**config.mk**
```make
export PLATFORM = sky130hd
export DESIGN_NAME = booth_job_sequencer_flat
export DESIGN_NICKNAME = d
export VERILOG_FILES = /design/src/rtl/booth_pkg.sv /design/src/rtl/booth_job_sequencer_if.sv /design/src/rtl/booth_seq_timer.sv /design/src/rtl/booth_job_sequencer.sv /design/src/flat_wrapper.sv
export SDC_FILE = /design/constraint.sdc
export NUM_CORES = 1
export LEC_CHECK = 0
export CAP_MARGIN = 20
export CORE_MARGIN = 3
export CORE_UTILIZATION = 43
export CTS_CLUSTER_DIAMETER = 150
export DETAILED_ROUTE_END_ITERATION = 8
export GPL_TIMING_DRIVEN = 0
export PLACE_DENSITY = 0.9
export SYNTH_ARGS = -nofsm -noshare
export SYNTH_HDL_FRONTEND = slang
export SYNTH_SLANG_ARGS = --single-unit
```
**constraint.sdc**
```tcl
create_clock -name clk -period 4.45 [get_ports clk]
set_input_delay 0.89 -clock clk [delete_from_list [all_inputs] [get_ports clk]]
set_output_delay 0.89 -clock clk [all_outputs]
set_load 0.01 [all_outputs]
```
**src/rtl/booth_pkg.sv**
```systemverilog
// Shared types and constants for the Booth multiplier issue stage.
package booth_pkg;

  typedef enum logic [2:0] {
    IDLE,
    START,
    BLANK,
    WAIT,
    RESP
  } seq_state_t;

  localparam int BLANK_CYCLES  = 2;
  localparam int DEFAULT_WIDTH = 16;

endpackage

```
**src/rtl/booth_job_sequencer_if.sv**
```systemverilog
// Operand, core and result channels of booth_job_sequencer.
// The slave modport is the sequencer's view; master is the surrounding environment.
interface booth_job_sequencer_if import booth_pkg::*; #(
  parameter int WIDTH = DEFAULT_WIDTH
);

  logic                 in_valid;
  logic                 in_ready;
  logic [WIDTH-1:0]     in_m;
  logic [WIDTH-1:0]     in_q;
  logic                 core_start;
  logic [WIDTH-1:0]     core_m;
  logic [WIDTH-1:0]     core_q;
  logic                 core_done;
  logic [2*WIDTH-1:0]   core_product;
  logic                 out_valid;
  logic                 out_ready;
  logic [2*WIDTH-1:0]   out_product;
  logic                 out_err;

  modport slave (
    input  in_valid, in_m, in_q, core_done, core_product, out_ready,
    output in_ready, core_start, core_m, core_q, out_valid, out_product, out_err
  );

  modport master (
    output in_valid, in_m, in_q, core_done, core_product, out_ready,
    input  in_ready, core_start, core_m, core_q, out_valid, out_product, out_err
  );

endinterface

```
**src/rtl/booth_seq_timer.sv**
```systemverilog
// WAIT-state timeout counter: expired flags the last permitted cycle without
// core_done, so the abort lands exactly TIMEOUT cycles after WAIT entry.
module booth_seq_timer #(
  parameter int TIMEOUT = 64
) (
  input  logic clk,
  input  logic rst_n,
  input  logic clear,
  input  logic enable,
  output logic expired
);

  localparam int CW = $clog2(TIMEOUT + 1);

  logic [CW-1:0] count;

  always_ff @(posedge clk or negedge rst_n) begin
    if (!rst_n) begin
      count <= '0;
    end else if (clear) begin
      count <= '0;
    end else if (enable) begin
      count <= count + CW'(1);
    end
  end

  assign expired = enable && (count == CW'(TIMEOUT - 1));

endmodule

```
**src/rtl/booth_job_sequencer.sv**
```systemverilog
// Issue stage for the radix-2 Booth core: one job in flight, start pulse,
// stale-done blanking and result hold. BOOTH_SEQ_TIMEOUT_EN adds a WAIT abort.
module booth_job_sequencer import booth_pkg::*; #(
  parameter int WIDTH   = DEFAULT_WIDTH,
  parameter int TIMEOUT = 64
) (
  input  logic                   clk,
  input  logic                   rst_n,
  booth_job_sequencer_if.slave   bus,
  output logic                   busy
);

  seq_state_t          state, next_state;
  logic [1:0]          blank_cnt;
  logic [WIDTH-1:0]    m_q, q_q;
  logic [2*WIDTH-1:0]  product_q;
  logic                accept, capture, timed_out;

  assign accept  = (state == IDLE) && bus.in_valid;
  assign capture = (state == WAIT) && bus.core_done;

`ifdef BOOTH_SEQ_TIMEOUT_EN
  logic timer_expired;
  logic err_q;

  booth_seq_timer #(.TIMEOUT(TIMEOUT)) u_timer (
    .clk     (clk),
    .rst_n   (rst_n),
    .clear   (state != WAIT),
    .enable  ((state == WAIT) && !bus.core_done),
    .expired (timer_expired)
  );

  assign timed_out = timer_expired;

  always_ff @(posedge clk or negedge rst_n) begin
    if (!rst_n) begin
      err_q <= 1'b0;
    end else if (capture) begin
      err_q <= 1'b0;
    end else if (timed_out) begin
      err_q <= 1'b1;
    end
  end

  assign bus.out_err = err_q;
`else
  logic unused_timeout;
  assign unused_timeout = ^TIMEOUT;
  assign timed_out      = 1'b0;
  assign bus.out_err    = 1'b0;
`endif

  always_ff @(posedge clk or negedge rst_n) begin
    if (!rst_n) begin
      state <= IDLE;
    end else begin
      state <= next_state;
    end
  end

  // core_done is ignored through BLANK because it may still be high from the previous job.
  always_comb begin
    next_state = state;
    case (state)
      IDLE:  if (bus.in_valid) next_state = START;
      START: next_state = BLANK;
      BLANK: if (blank_cnt == 2'(BLANK_CYCLES - 1)) next_state = WAIT;
      WAIT:  if (bus.core_done || timed_out) next_state = RESP;
      RESP:  if (bus.out_ready) next_state = IDLE;
      default: next_state = IDLE;
    endcase
  end

  always_ff @(posedge clk or negedge rst_n) begin
    if (!rst_n) begin
      blank_cnt <= '0;
    end else if (state == START) begin
      blank_cnt <= '0;
    end else if (state == BLANK) begin
      blank_cnt <= blank_cnt + 2'd1;
    end
  end

  always_ff @(posedge clk or negedge rst_n) begin
    if (!rst_n) begin
      m_q       <= '0;
      q_q       <= '0;
      product_q <= '0;
    end else begin
      if (accept) begin
        m_q <= bus.in_m;
        q_q <= bus.in_q;
      end
      if (capture) begin
        product_q <= bus.core_product;
      end else if (timed_out) begin
        product_q <= '0;
      end
    end
  end

  // in_ready is held low while reset is asserted, not just by the IDLE decode.
  assign bus.in_ready    = rst_n && (state == IDLE);
  assign bus.core_start  = (state == START);
  assign bus.out_valid   = (state == RESP);
  assign bus.core_m      = m_q;
  assign bus.core_q      = q_q;
  assign bus.out_product = product_q;
  assign busy            = (state != IDLE);

endmodule

```
**src/flat_wrapper.sv**
```systemverilog
// flat-port wrapper written by rule: the top's interface ports become plain ports
module booth_job_sequencer_flat import booth_pkg::*;
#(
  parameter int WIDTH   = DEFAULT_WIDTH,
  parameter int TIMEOUT = 64
)
  (clk, rst_n, busy, bus_in_valid, bus_in_m, bus_in_q, bus_core_done, bus_core_product, bus_out_ready, bus_in_ready, bus_core_start, bus_core_m, bus_core_q, bus_out_valid, bus_out_product, bus_out_err);
  booth_job_sequencer_if #(.WIDTH(WIDTH)) bus_i ();
  input  logic clk;
  input  logic rst_n;
  output logic busy;
  input wire logic [$bits(bus_i.in_valid)-1:0] bus_in_valid;
  input wire logic [$bits(bus_i.in_m)-1:0] bus_in_m;
  input wire logic [$bits(bus_i.in_q)-1:0] bus_in_q;
  input wire logic [$bits(bus_i.core_done)-1:0] bus_core_done;
  input wire logic [$bits(bus_i.core_product)-1:0] bus_core_product;
  input wire logic [$bits(bus_i.out_ready)-1:0] bus_out_ready;
  output wire logic [$bits(bus_i.in_ready)-1:0] bus_in_ready;
  output wire logic [$bits(bus_i.core_start)-1:0] bus_core_start;
  output wire logic [$bits(bus_i.core_m)-1:0] bus_core_m;
  output wire logic [$bits(bus_i.core_q)-1:0] bus_core_q;
  output wire logic [$bits(bus_i.out_valid)-1:0] bus_out_valid;
  output wire logic [$bits(bus_i.out_product)-1:0] bus_out_product;
  output wire logic [$bits(bus_i.out_err)-1:0] bus_out_err;
  assign bus_i.in_valid = bus_in_valid;
  assign bus_i.in_m = bus_in_m;
  assign bus_i.in_q = bus_in_q;
  assign bus_i.core_done = bus_core_done;
  assign bus_i.core_product = bus_core_product;
  assign bus_i.out_ready = bus_out_ready;
  assign bus_in_ready = bus_i.in_ready;
  assign bus_core_start = bus_i.core_start;
  assign bus_core_m = bus_i.core_m;
  assign bus_core_q = bus_i.core_q;
  assign bus_out_valid = bus_i.out_valid;
  assign bus_out_product = bus_i.out_product;
  assign bus_out_err = bus_i.out_err;
  booth_job_sequencer #(.WIDTH(WIDTH), .TIMEOUT(TIMEOUT)) u_core (.clk(clk), .rst_n(rst_n), .bus(bus_i), .busy(busy));
endmodule
```
==> reports/summary.txt <==
Outcome: finished, final reports clean
Initial Util: 45.09%
Post-cts hold buffer count: 0
Pre-antenna DRT Iters: 4
Vias: 1902
Cell area after synthesis: 0.002701 mm²
Post-synthesis cell count: 166
Worst setup EP type: output port
H-tree depth: 3
Worst-case clock buffer depth: 2
Syn_nets: 236
Area growth from synthesis to layout: 60.12%
Final period util: 72.80%
Die height: 85.26 µm
Ys Warns: 0
Max Slew Vio Count: 0
Ant diodes: 0
Worst-path clk slew: 70 ps
Hold slack final: 495.3 ps
Critical path arrival: 2350 ps
Final worst slack: 1210 ps
TritonCTS Buffers: 9
Post-CTS setup buffers: 0
Initial antenna violation count: 0
Post-CTS Resized: 0
Clk_lat worst skew: 330 ps
Max Fclk: 308.7 MHz
Worst slack, placed: 1158 ps
WL final: 6.241 mm
DP HPWL: 4.704 mm
# DRC: 0
Max IR drop VDD: 0.0003975 V
Final ANT Viol Nets: 0
Largest net degree at the start of global routing: 71
Worst hold-check path type: reg2reg
Most numerous cell in the Yosys netlist: dfrtp_1
I/O Pins: 138
Layout cells sized above 1: 27.04%
Fillers: 424
Vias in the first global route: 2081
Slew of the pin with the lowest slew margin: 863.1 ps
Top cell type's share of synthesized area: 63.92%
TritonCTS clock tree: yes
Setup crit start kind: input pin
Yosys top cell by area: dfrtp_1
#FFs+latches synth: 69
Number of synthesized flops with an enable pin: 0
GRT overflow: 0
Core Footprint: 0.005991 mm²
Via density: 4.840
Setup Viol. Count Final: 0
Worst EP required: 3560 ps
Clock root cell: clkbuf_8
Slew Limit Headroom: 42.46%
Nets@finish: 383
Clk sinks: 69
Synth top cells by count: dfrtp_1, mux2_2, buf_6
Die W: 85.26 µm
CP max FO: 70
Mean Syn Cell Area: 16.27 µm²
Post-route minimum period: 3240 ps
Max-cap viol count: 0
Distinct cells, synth: 25
DR WL/cell: 15.88 µm
DRT iter0 DRCs: 41
Die area: 0.007269 mm²
Primary FF master, synth: dfrtp_1
Share of flip-flops with an asynchronous set or reset: 100.0%
PD cells: 690.8 mW/mm²
Top cells by area, synth: dfrtp_1, mux2_2, buf_6, nor4b_4, mux2_1
Setup CP Type: in2out
Register area share after synthesis: 63.92%
Clk_skew: 6.310 ps
Total GRT Usage: 17.82%
Final hold violation count: 0
GPL Wtd Cong: 0.7366
Leak: 1.835 nW
I/O Buffers: 136
RSZ-0062 raised after global routing: no
First-pass GRT wire length: 10.08 mm
# rows: 28
## flip-flops by register name, summed over array words and instances, names as in the netlist
signal                  cells
u_core.bus.out_product     32
u_core.bus.core_m          16
u_core.blank_cnt            2
u_core.bus.core_q          16
u_core.state                3
## per-stage QoR
stage / TNS [ps] / instances / util [%] / instance area (µm²) / total power (W)
final: 0 / 393 / 72.20 / 4325 / 0.002988
after global routing: 0 / 393 / 72.20 / 4325 / 0.003179
after global placement: -904.9 / 377 / 69.38 / 4156 / 0.002514
after CTS: 0 / 393 / 72.20 / 4325 / 0.003035
after detailed placement: 0 / 377 / 69.34 / 4154 / 0.002579
after floorplan: 0 / 166 / - / 2701 / 0.001759
## report_power, final
part	internal [W]	total, W	leakage [nW]	switching (W)
Combinational	0.000917	0.00143	0.925	0.000510
Clock	0.000233	0.000445	0.0877	0.000211
Sequential	0.000948	0.00112	0.822	0.000168
## path summary, 6_finish.rpt
kind / endpoint / cells past startpoint / slack, ps / startpoint
max in group asynchronous: u_core.bus.core_q[14]$_DFFE_PN0P_ / 1 / 3210 / rst_n
hold reg to reg: u_core.bus.core_m[10]$_DFFE_PN0P_ / 1 / 500 / u_core.bus.core_m[10]$_DFFE_PN0P_
setup reg to reg: u_core.bus.core_m[13]$_DFFE_PN0P_ / 4 / 2730 / u_core.state[2]$_DFFE_PN0P_
min in group asynchronous: u_core.bus.core_m[5]$_DFFE_PN0P_ / 1 / 670 / rst_n
hold / removal: u_core.bus.core_m[10]$_DFFE_PN0P_ / 1 / 500 / u_core.bus.core_m[10]$_DFFE_PN0P_
setup / recovery: bus_in_ready / 4 / 1210 / rst_n
## placed cells by master, fill, tap and decap left out, types with 2 or more instances in the layout
master,Yosys,final
dfrtp_1,69,69
nor4b_1,2,2
and3_1,2,2
inv_1,3,3
mux2_2,62,62
clkdlybuf4s50_1,0,135
buf_2,3,3
a211o_1,2,2
buf_4,1,2
mux2_1,2,2
clkbuf_1,2,6
clkbuf_8,0,11
buf_6,4,4
## metal layers
| metal | up-vias | part of all wire (%) | global-route usage [%] |
|---|---|---|---|
| li1 | 875 | - | - |
| met1 | 929 | 40 | 21.20 |
| met2 | 89 | 50 | 29.73 |
| met3 | 9 | 9.1 | 5.534 |
| met4 | 0 | 1.3 | 7.770 |
| met5 | - | 0 | 0 |
## worst max-delay path: stages
cell and delay [ps]:
buf_4 650, inv_1 90, nor2_1 130, clkdlybuf4s50_1 550
## layout make-up
type	instances	area (µm²)	share of cell area [%]
Sequential cell	69	1727	39.92
Timing Repair Buffer	136	1359	31.41
Multi-Input combinational cell	84	888.4	20.54
Clock buffer	15	166.4	3.847
Tap cell	75	93.84	2.170
Buffer	10	75.07	1.736
Inverter	3	11.26	0.2603
Clock inverter	1	5.005	0.1157
## cells by family after synthesis
logic type                 after synthesis  share of synthesized area [%]
AOI/OAI and AO/OA                        6                          1.853
other                                    1                         0.1388
DFF                                     69                          63.92
and+or+nand+nor                         12                          3.751
buffers and inverters                   13                          3.196
muxes                                   64                          26.68
adders and majority gates                1                         0.4631
(Power assumes the default switching activity.)
